==> config.mk <==
export PLATFORM = sky130hd
export DESIGN_NAME = shift_mult_ctrl
export DESIGN_NICKNAME = d
export VERILOG_FILES = /design/src/rtl/shift_mult_pkg.sv /design/src/rtl/abs_mag.sv /design/src/rtl/shift_mult_ctrl.sv
export SDC_FILE = /design/constraint.sdc
export NUM_CORES = 1
export LEC_CHECK = 0
export ABC_AREA = 1
export CORE_AREA = 2 2 134 136
export DETAILED_ROUTE_END_ITERATION = 10
export DIE_AREA = 0 0 136 138
export GPL_TIMING_DRIVEN = 0
export REMOVE_ABC_BUFFERS = 1
export SKIP_CTS_REPAIR_TIMING = 1
export SLEW_MARGIN = 40
export SYNTH_ARGS = -nofsm -noshare
export SYNTH_HDL_FRONTEND = slang
export SYNTH_HIERARCHICAL = 1
export SYNTH_SLANG_ARGS = --single-unit
==> constraint.sdc <==
create_clock -name clk -period 3.7 [get_ports clk]
set_input_delay 0.74 -clock clk [delete_from_list [all_inputs] [get_ports clk]]
set_output_delay 0.74 -clock clk [all_outputs]
set_load 0.05 [all_outputs]
==> src/rtl/shift_mult_pkg.sv <==
// Shared types and constants for the signed shift-and-add multiplier controller.
package shift_mult_pkg;

    localparam int unsigned WIDTH_DEFAULT = 11;
    localparam int unsigned CNT_W = $clog2(WIDTH_DEFAULT + 1);

    typedef enum logic [2:0] {
        StIdle,
        StLoad,
        StCalc,
        StSign,
        StDone
    } state_t;

    function automatic int unsigned cnt_width(input int unsigned w);
        return $clog2(w + 1);
    endfunction

endpackage

==> src/rtl/abs_mag.sv <==
// Two's-complement magnitude: the most-negative input maps to 2^(WIDTH-1) as unsigned.
module abs_mag
    import shift_mult_pkg::*;
#(
    parameter int unsigned WIDTH = WIDTH_DEFAULT
) (
    input  logic [WIDTH-1:0] i_val,
    output logic [WIDTH-1:0] o_mag,
    output logic             o_neg
);

    assign o_neg = i_val[WIDTH-1];
    assign o_mag = o_neg ? -i_val : i_val;

endmodule

==> src/rtl/shift_mult_ctrl.sv <==
// Sequencer for a signed shift-and-add multiplier (sign-magnitude, one iteration per clock).
// Optional SHIFT_MULT_EARLY_TERM_EN: leave CALC once the remaining multiplier bits are zero.
module shift_mult_ctrl
    import shift_mult_pkg::*;
#(
    parameter int unsigned WIDTH = WIDTH_DEFAULT,
    localparam int unsigned PW   = 2 * WIDTH
) (
    input  logic             clk,
    input  logic             rst,
    input  logic             start,
    input  logic [WIDTH-1:0] a_in,
    input  logic [WIDTH-1:0] b_in,
    output logic             busy,
    output logic             done,
    output logic [PW-1:0]    product
);

    localparam int unsigned CW = cnt_width(WIDTH);

    state_t           r_state;
    state_t           w_state_next;
    logic [WIDTH-1:0] r_a;
    logic [WIDTH-1:0] r_b;
    logic             r_sgn;
    logic [WIDTH-1:0] r_mag_a;
    logic [WIDTH-1:0] r_mag_b;
    logic [CW-1:0]    r_cnt;
    logic [PW-1:0]    r_acc;
    logic [PW-1:0]    r_product;
    logic [WIDTH-1:0] w_mag_a;
    logic [WIDTH-1:0] w_mag_b;
    logic             w_neg_a;
    logic             w_neg_b;
    logic             w_calc_exit;

    abs_mag #(.WIDTH(WIDTH)) u_abs_a (
        .i_val (r_a),
        .o_mag (w_mag_a),
        .o_neg (w_neg_a)
    );

    abs_mag #(.WIDTH(WIDTH)) u_abs_b (
        .i_val (r_b),
        .o_mag (w_mag_b),
        .o_neg (w_neg_b)
    );

`ifdef SHIFT_MULT_EARLY_TERM_EN
    assign w_calc_exit = (r_mag_b == '0) || (r_cnt == CW'(WIDTH - 1));
`else
    assign w_calc_exit = (r_cnt == CW'(WIDTH - 1));
`endif

    always_ff @(posedge clk or posedge rst) begin
        if (rst) begin
            r_state <= StIdle;
        end else begin
            r_state <= w_state_next;
        end
    end

    always_comb begin
        w_state_next = r_state;
        unique case (r_state)
            StIdle:  if (start) w_state_next = StLoad;
            StLoad:  w_state_next = StCalc;
            StCalc:  if (w_calc_exit) w_state_next = StSign;
            StSign:  w_state_next = StDone;
            StDone:  w_state_next = StIdle;
            default: w_state_next = StIdle;
        endcase
    end

    always_comb begin
        busy = (r_state == StLoad) || (r_state == StCalc) || (r_state == StSign);
        done = (r_state == StDone);
    end

    assign product = r_product;

    // The add is gated by mag_b[0], so an early-exit cycle with mag_b==0 leaves acc untouched.
    always_ff @(posedge clk or posedge rst) begin
        if (rst) begin
            r_a       <= '0;
            r_b       <= '0;
            r_sgn     <= 1'b0;
            r_mag_a   <= '0;
            r_mag_b   <= '0;
            r_cnt     <= '0;
            r_acc     <= '0;
            r_product <= '0;
        end else begin
            unique case (r_state)
                StIdle: begin
                    if (start) begin
                        r_a <= a_in;
                        r_b <= b_in;
                    end
                end
                StLoad: begin
                    r_mag_a <= w_mag_a;
                    r_mag_b <= w_mag_b;
                    r_sgn   <= w_neg_a ^ w_neg_b;
                    r_acc   <= '0;
                    r_cnt   <= '0;
                end
                StCalc: begin
                    if (r_mag_b[0]) begin
                        r_acc <= r_acc + (PW'(r_mag_a) << r_cnt);
                    end
                    r_mag_b <= r_mag_b >> 1;
                    r_cnt   <= r_cnt + CW'(1);
                end
                StSign: begin
                    r_product <= r_sgn ? -r_acc : r_acc;
                end
                default: begin
                end
            endcase
        end
    end

endmodule

==> flow_summary_export.csv, run 1 <==
group,metric,value,unit
status,outcome,"finished, final reports clean",
floorplan,core-area,0.01753,mm2
final_layout,layout-drive-gt1-share,8.638,%
placement,dpl_worst_slack,521.9,ps
cts,cts_sinks,96,
sta,max_freq,0.3137,GHz
cts,cts.path.max_buffers,2,
placement,globalplace.congestion,0.8985,
floorplan,die_w,136,um
final_layout,layout.nets,1031,
placement,dpl_cell_area,0.007407,mm2
route,dr_total_vias,5898,
route,drtIter0Drc,355,
synth,ys_seq_elements,96,
final_layout,area_delta_synth_final,12.97,%
critical_path,crit_buf_inv,1,
sta,fin_crit_sh,86.17,%
final_layout,design_area,0.007714,mm2
power,p_leak,3.831,nW
sta,rsz0062_at_grt,"no",
final_layout,final_util,43.99,%
sta,finClkSkew,14.00,ps
power,p_per_area,878.9,mW/mm2
sta,setup_violations,0,
synth,ys.flop_type,"dfrtp_1",
critical_path,cp_top_family,"simple AND/OR/NAND/NOR gates",
floorplan,chipHeight,138,um
cts,cts_buffers,9,
sta,slew_violations,0,
global_route,overflow,0,
route,viasPerCell,4.862,
floorplan,rows,49,
critical_path,crit_fanout,15,
synth,synth.avg_cell_area,7.180,um2
synth,synth_top_area_share,35.18,%
floorplan,initial_core_util,38.94,%
synth,synth_area,0.006828,mm2
sta,worst_slack,511.8,ps
power,vdd_drop_max,0.3877,mV
critical_path,critPathKind,"reg2reg",
critical_path,max_stage_delay,540,ps
route,drtPass1Iterations,4,
hold_path,hold_class,"reg2reg",
global_route,grt_pass1_vias,5659,
critical_path,crit_chain,"inv_1 -> mux2i_1 -> nand2_1 -> o21ai_1 -> nor2_1 -> ha_1 -> a21oi_1 -> nor2_1 -> nor2_1 -> nand3_1 -> nand2_1 -> nand3b_1 -> nand3_1 -> nand2_1",
critical_path,arrival,3450,ps
synth,syn_inst,951,
critical_path,required,3960,ps
route,totalWireLength,15.46,mm
cts,clk_pin_slew,80,ps
global_route,grt_first_pass_wirelength,26.54,mm
synth,synth_area_leaders,"dfrtp_1 35%, nand2_1 16%, inv_1 5.8%, ha_1 4.8%, nand3_1 4.5%",
global_route,grt_max_degree,51,
synth,ys_warn_count,6,
power,power.total,0.006780,W
sta,worstMarginPinSlew,651.1,ps
global_route,track_usage,17.51,%
flow_run,cap_violations,0,
cts,cts_tree,"done",
synth,postSynth.asyncResetShare,100.0,%
final_layout,antenna_cells,0,
critical_path,start_kind,"flip-flop",
cts,clk_latency,360,ps
critical_path,crit_path_top_delay_cell,"dfrtp_1",
synth,synth_edf_count,0,
global_route,antenna_found_initial,0,
cts,ctsHtreeMaxLevel,3,
sta,fin_crit,3188,ps
placement,dpl.hpwl,11.97,mm
synth,ys_seq_area_share,35.18,%
route,drc,0,
floorplan,die_area,0.01877,mm2
critical_path,endpoint_kind,"flip-flop",
synth,synth_cell_types,45,
placement,portBuffers,48,
cts,cts-root-buf,"clkbuf_16",
route,wire_per_inst,12.75,um
sta,slew_headroom,56.45,%
route,antenna_left,0,
synth,yosysTopAreaCell,"dfrtp_1",
sta,hold_viol,0,
floorplan,pin_count,49,
## where the power goes
part	internal (W)	total, W	leakage (nW)	switching, W
clock network	0.000476	0.000938	0.140	0.000462
registers	0.00147	0.00191	1.23	0.000441
logic	0.00140	0.00393	2.47	0.00252
## layer usage
layer  wire (um)  share of wire [%]  GRT usage [%]
met1        7575                 49          23.56
met2        6955                 45          28.19
met3         497                3.2          2.494
met4         433                2.8          7.182
met5           0                  0              0
## flip-flops by register name, summed over array words and instances, names as in the netlist
signal   cells
r_state      3
r_a         11
r_mag_b     11
r_mag_a     11
r_acc       22
r_cnt        4
r_b         11
product     22
r_sgn        1
## synth_stat cells, types with 2 or more instances
cell type	count
buf_6	7
nand4_1	14
nor3_4	2
nand2_2	8
mux2i_1	3
nand2_1	292
a21boi_0	2
mux2_2	21
xor2_1	24
xnor2_1	4
o22ai_1	5
a31oi_1	7
inv_2	14
buf_1	2
buf_4	9
o21bai_1	3
o21ai_0	51
o31ai_1	2
dfrtp_1	96
clkbuf_1	5
nand3_2	2
nand3_1	62
o22ai_2	4
a21oi_1	23
nor3_1	5
o211ai_1	10
inv_1	106
nor2_2	7
a21o_1	2
nand2_4	2
o21ai_1	26
buf_2	10
nor2_1	80
o21ai_2	2
nand3b_1	4
ha_1	26
## worst register-to-register path: stages, from the launching register on
cell and delay (ps):
dfrtp_1 540, inv_1 380, mux2i_1 420, nand2_1 80, o21ai_1 150, nor2_1 90, ha_1 370, a21oi_1 230
nor2_1 60, nor2_1 160, nand3_1 220, nand2_1 170, nand3b_1 90, nand3_1 80, nand2_1 50
## per-stage QoR
step	setup TNS (ps)	std cells	hold slack, ps
floorplan	0	918	463.1
global placement	-107730	1195	462.3
detailed placement	0	1196	469.4
CTS	0	1212	488.2
global route	0	1213	502.4
finish	0	1213	483.5
## path summary, 6_finish.rpt
kind                            depth (start not counted)          end        start  slack, ps
min in group asynchronous                               2   r_state[2]          rst        780
max in group asynchronous                               3   r_mag_a[9]          rst       2370
worst max-delay path                                   14    r_acc[18]     r_cnt[1]        510
worst min-delay path                                    2  product[15]  product[15]        480
worst min register to register                          2  product[15]  product[15]        480
worst max register to register                         14    r_acc[18]     r_cnt[1]        510
## cells in the final DEF (no fill, tap or decap), drive strengths merged
cell,n
fa,1
a31oi,7
ha,26
a21oi,23
nand4,14
dfrtp,96
buf,1
a21o,2
nand3b,4
a21boi,2
clkbuf,11
nand2,302
o211ai,10
nor3,8
xor2,24
clkdlybuf4s50,48
nand3,64
mux2i,3
o31ai,2
o21a,1
o21bai,4
o21ai,79
inv,123
o211a,1
o22ai,9
and2,1
mux2,22
xnor2,4
clkinvlp,1
clkinv,2
nor2,89
## layout make-up
type,count,area [um2]
fill,1902,9821
multi-input combinational,702,3752
sequential,96,2402
timing repair buffer,50,521.8
inverter,120,457.9
tap,229,286.5
clock buffer,10,229.0
clock inverter,6,63.81
## cells by family after synthesis
group / after synthesis / synth area share [%]
and+or+nand+nor: 482 / 30.25
adders and majority gates: 27 / 5.058
muxes: 25 / 4.123
DFF: 96 / 35.18
buffers and inverters: 153 / 9.859
AOI/OAI and AO/OA: 140 / 11.93
xor gates and xnor gates: 28 / 3.592
(Power assumes the default switching activity.)
==> run 2: changes to the inputs <==
--- a/config.mk
+++ b/config.mk
@@ -12,2 +12,3 @@
 export GPL_TIMING_DRIVEN = 0
+export RECOVER_POWER = 50
 export REMOVE_ABC_BUFFERS = 1
==> constraint.sdc (replaced) <==
create_clock -name clk -period 3.7 [get_ports clk]
set_input_delay 0.37 -clock clk [delete_from_list [all_inputs] [get_ports clk]]
set_output_delay 0.37 -clock clk [all_outputs]
set_load 0.05 [all_outputs]
==> flow_summary_export.csv, run 2 (same netlist as run 1, synthesis figures left out) <==
group,metric,value,unit
power,p_per_area,881.1,mW/mm2
route,viasPerCell,4.890,
hold_path,hold_depth,2,
final_layout,area_delta_synth_final,11.97,%
sta,slew_headroom,-41.34,%
route,wire_per_inst,12.76,um
sta,fin_crit_sh,86.12,%
placement,globalplace.congestion,0.8985,
final_layout,layout-drive-gt1-share,8.232,%
final_layout,layout.nets,1031,
cts,clk_pin_slew,80,ps
power,pwr-share-clk,13.9,%
placement,dpl_cell_area,0.007407,mm2
cts,cts_tree,"done",
final_layout,design_area,0.007645,mm2
critical_path,reg2reg_to,"r_acc[18]",
floorplan,chipHeight,138,um
sta,worstMarginPinSlew,2108,ps
cts,clk_latency,360,ps
global_route,track_usage,17.51,%
route,drtIter0Drc,349,
power,switching_share,50.55,%
final_layout,final_cell_mix,"293 x nand2_1, 105 x inv_1, 96 x dfrtp_1, 80 x nor2_1, 62 x nand3_1",
sta,setup_violations,0,
final_layout,fillers,1911,
sta,hold_viol,0,
global_route,antenna_found_initial,0,
global_route,grt_pass1_vias,5659,
floorplan,pin_count,49,
cts,cts-root-buf,"clkbuf_16",
critical_path,rrSetupSlack,510,ps
cts,cts_buffers,9,
floorplan,rows,49,
cts,ctsHtreeMaxLevel,3,
sta,finClkSkew,13.19,ps
sta,fin_tns_setup,0,ps
sta,rsz0062_at_grt,"no",
floorplan,die_area,0.01877,mm2
cts,cts.path.max_buffers,2,
sta,max_freq,0.3138,GHz
final_layout,regArea,0.002402,mm2
placement,dpl.hpwl,11.97,mm
floorplan,die_w,136,um
power,vdd_drop_max,0.3866,mV
global_route,overflow,0,
critical_path,max_stage_delay,540,ps
power,p_sw,0.003405,W
status,outcome,"finished, violations left",
route,drtPass1Iterations,7,
critical_path,r2r_cells,14,
flow_run,cap_violations,2,
critical_path,start_kind,"flip-flop",
final_layout,final_common_cell,"nand2_1",
global_route,grt_first_pass_wirelength,26.54,mm
critical_path,crit_fanout,15,
placement,portBuffers,48,
power,power_frac_seq,28.3,%
power,p_int,0.003331,W
hold_path,hold_start,"product[15]",
global_route,grt_max_degree,51,
floorplan,core-area,0.01753,mm2
power,p_leak,3.807,nW
critical_path,crit_chain,"inv_1 -> mux2i_1 -> nand2_1 -> o21ai_1 -> nor2_1 -> ha_1 -> a21oi_1 -> nor2_1 -> nor2_1 -> nand3_1 -> nand2_1 -> nand3b_1 -> nand3_1 -> nand2_1",
critical_path,endpoint_kind,"flip-flop",
route,totalWireLength,15.47,mm
cts,cts_sinks,96,
status,violations,"capacitance limit, slew limit",
critical_path,crit_path_top_delay_cell,"dfrtp_1",
floorplan,initial_core_util,38.94,%
critical_path,required,3960,ps
critical_path,r2r-start,"r_cnt[1]",
hold_path,hold_class,"reg2reg",
route,dr_total_vias,5931,
hold_path,worstHoldEndpoint,"product[15]",
route,drc,0,
critical_path,critPathKind,"reg2reg",
final_layout,multi_input_area,0.003722,mm2
sta,fin_crit,3187,ps
final_layout,antenna_cells,0,
route,antenna_left,0,
critical_path,arrival,3450,ps
power,comb_power_share,57.8,%
sta,slew_violations,62,
==> run 2: routing by layer <==
metal,global-route usage (%),share of wire [%]
met1,23.56,49
met2,28.19,46
met3,2.494,3.1
met4,7.182,2.7
met5,0,0
==> run 2: critical path: cells and delay by family (launching register included) <==
kind | cells | cell delay [ps]
fa+ha+maj | 1 | 370
flops | 1 | 540
mux | 1 | 420
compound gates | 2 | 380
simple gates | 9 | 990
buf+inv | 1 | 380
==> run 2: metrics by stage <==
stage               utilization [%]  setup WS (ps)  instances  power, W  hold slack (ps)
detailed placement            42.24          521.9       1196  0.005872            469.4
finish                        43.60          513.4       1213  0.006736            483.9
global route                  43.60          122.6       1213  0.007427            502.4
floorplan                         -          824.6        918  0.004862            463.1
CTS                           43.91          513.6       1212  0.006825            417.4
global placement              42.04         -757.9       1195  0.005817            462.3
==> run 2: layout make-up <==
class | count | share of cell area [%]
sequential | 96 | 31.42
tap | 229 | 3.748
multi-input combinational | 702 | 48.69
clock buffer | 10 | 2.995
clock inverter | 6 | 0.8347
inverter | 120 | 5.908
timing repair buffer | 50 | 6.399
==> run 2: worst max-delay path by stage <==
stage | from | end | slack, ps | cells after the start
after floorplan | rst | product[0] | 820 | 1
after global placement | rst | product[19] | -760 | 2
after detailed placement | r_cnt[1] | r_acc[18] | 520 | 14
after CTS | r_cnt[1] | r_acc[18] | 510 | 14
after global routing | rst | r_mag_a[9] | 120 | 3
final | r_cnt[1] | r_acc[18] | 510 | 14
==> run 2: power groups by stage <==
stage | combinational [W] | sequential, W | clock (W)
global placement | 0.00389 | 0.00192 | 0
floorplan | 0.00271 | 0.00215 | 0
detailed placement | 0.00394 | 0.00194 | 0
finish | 0.00389 | 0.00191 | 0.000939
CTS | 0.00395 | 0.00192 | 0.000962
global route | 0.00443 | 0.00198 | 0.00101
==> run 3: changes to the inputs <==
Settings changed: HOLD_SLACK_MARGIN set to 0.03, RECOVER_POWER 50 to 25.
==> flow_summary_export.csv, run 3 (same netlist as run 1, synthesis figures left out) <==
group,metric,value,unit
sta,fin_crit_sh,86.32,%
sta,worstMarginPinSlew,2109,ps
route,drc,0,
critical_path,endpoint_kind,"flip-flop",
route,top_layer,"met4",
final_layout,area_delta_synth_final,12.55,%
floorplan,initial_core_util,38.94,%
cts,cts_sinks,96,
sta,slew_headroom,-41.37,%
cts,clk_pin_slew,80,ps
sta,hold_viol,0,
route,dr_total_vias,5919,
sta,worst_slack,506.3,ps
cts,cts_buffers,9,
floorplan,rows,49,
global_route,grt_first_pass_wirelength,26.54,mm
hold_path,hold_class,"reg2reg",
global_route,track_usage,17.51,%
placement,dpl.hpwl,11.97,mm
status,outcome,"finished, violations left",
floorplan,core-area,0.01753,mm2
power,p_per_area,881.5,mW/mm2
critical_path,crit_fanout,15,
global_route,antenna_found_initial,0,
power,p_leak,3.817,nW
global_route,overflow,0,
critical_path,required,3960,ps
sta,slew_violations,48,
route,totalWireLength,15.48,mm
critical_path,start_kind,"flip-flop",
route,wire_per_inst,12.76,um
cts,ctsHtreeMaxLevel,3,
critical_path,crit_chain,"inv_1 -> mux2i_1 -> nand2_1 -> o21ai_1 -> nor2_1 -> ha_1 -> a21oi_1 -> nor2_1 -> nor2_1 -> nand3_1 -> nand2_1 -> nand3b_1 -> nand3_1 -> nand2_1",
floorplan,die_w,136,um
critical_path,cp_top_family,"simple AND/OR/NAND/NOR gates",
sta,finClkSkew,11.51,ps
cts,cts-root-buf,"clkbuf_16",
placement,portBuffers,48,
critical_path,crit_buf_inv,1,
sta,fin_crit,3194,ps
final_layout,fillers,1904,
route,drtIter0Drc,335,
floorplan,pin_count,49,
route,route.met2.wl,7.018,mm
global_route,grt_pass1_vias,5659,
final_layout,final_common_cell,"nand2_1",
route,viasPerCell,4.880,
floorplan,die_area,0.01877,mm2
power,vdd_drop_max,0.3880,mV
final_layout,antenna_cells,0,
final_layout,layout-drive-gt1-share,8.638,%
final_layout,final_cell_mix,"292 x nand2_1, 105 x inv_1, 96 x dfrtp_1, 80 x nor2_1, 62 x nand3_1",
critical_path,max_stage_delay,550,ps
critical_path,arrival,3450,ps
sta,rsz0062_at_grt,"no",
critical_path,crit_path_top_delay_cell,"dfrtp_1",
route,met3WireLength,554,um
final_layout,layout.nets,1031,
sta,fin_tns_setup,0,ps
critical_path,critPathKind,"reg2reg",
cts,cts.path.max_buffers,2,
placement,globalplace.congestion,0.8985,
route,antenna_left,0,
status,violations,"capacitance limit, slew limit",
sta,setup_violations,0,
flow_run,cap_violations,1,
cts,clk_latency,360,ps
global_route,grt_max_degree,51,
placement,dpl_worst_slack,521.9,ps
route,drtPass1Iterations,5,
floorplan,chipHeight,138,um
sta,max_freq,0.3131,GHz
route,drt-met1-wl,7.477,mm
cts,cts_tree,"done",
run 3: cell counts in the layout (fill, tap and decap cells not counted):
No cell type changed its count.
run 3: report_power, final:
| group | switching, W | total [W] | internal [W] |
|---|---|---|---|
| logic | 0.00252 | 0.00393 | 0.00140 |
| registers | 0.000440 | 0.00191 | 0.00147 |
| clock network | 0.000461 | 0.000937 | 0.000476 |
| total | 0.00343 | 0.00677 | 0.00335 |
run 3: final timing paths:
check	startpoint	endpoint	slack [ps]	cells past startpoint
worst max-delay path	r_cnt[1]	r_acc[18]	510	14
worst min-delay path	product[15]	product[15]	480	2
worst max register to register	r_cnt[1]	r_acc[18]	510	14
worst min register to register	product[15]	product[15]	480	2
max in group asynchronous	rst	r_mag_a[9]	740	3
min in group asynchronous	rst	r_acc[2]	1020	2
run 3: metrics by stage:
step           power, W  cell area [um2]  utilization [%]  std cells  hold WS (ps)
2_1_floorplan  0.004862             6605                -        918         463.1
3_3_place_gp   0.005817             7372            42.04       1195         462.3
3_5_place_dp   0.005872             7407            42.24       1196         469.4
4_1_cts        0.006825             7700            43.91       1212         417.4
5_1_grt        0.007465             7685            43.83       1213         502.4
6_report       0.006774             7685            43.83       1213         483.5
run 3: per-layer routing:
metal / track usage [%] / up-vias
met2: 28.19 / 112
met1: 23.56 / 2655
li1: - / 3120
met3: 2.494 / 32
met4: 7.182 / 0
met5: 0 / -
run 3: cell type report:
cell class	count	area (um2)	area share, %
repair buffers	50	499.2	6.496
flip-flops and latches	96	2402	31.26
well taps	229	286.5	3.728
clock inverters	6	63.81	0.8303
inverters	120	451.7	5.878
multi-input cells	702	3752	48.83
clock buffers	10	229.0	2.979
run 3: worst min-delay path, delay by kind of cell (launching register included):
family | cells | cell delay, ps
flip-flops | 1 | 350
AND/OR/NAND/NOR | 2 | 100
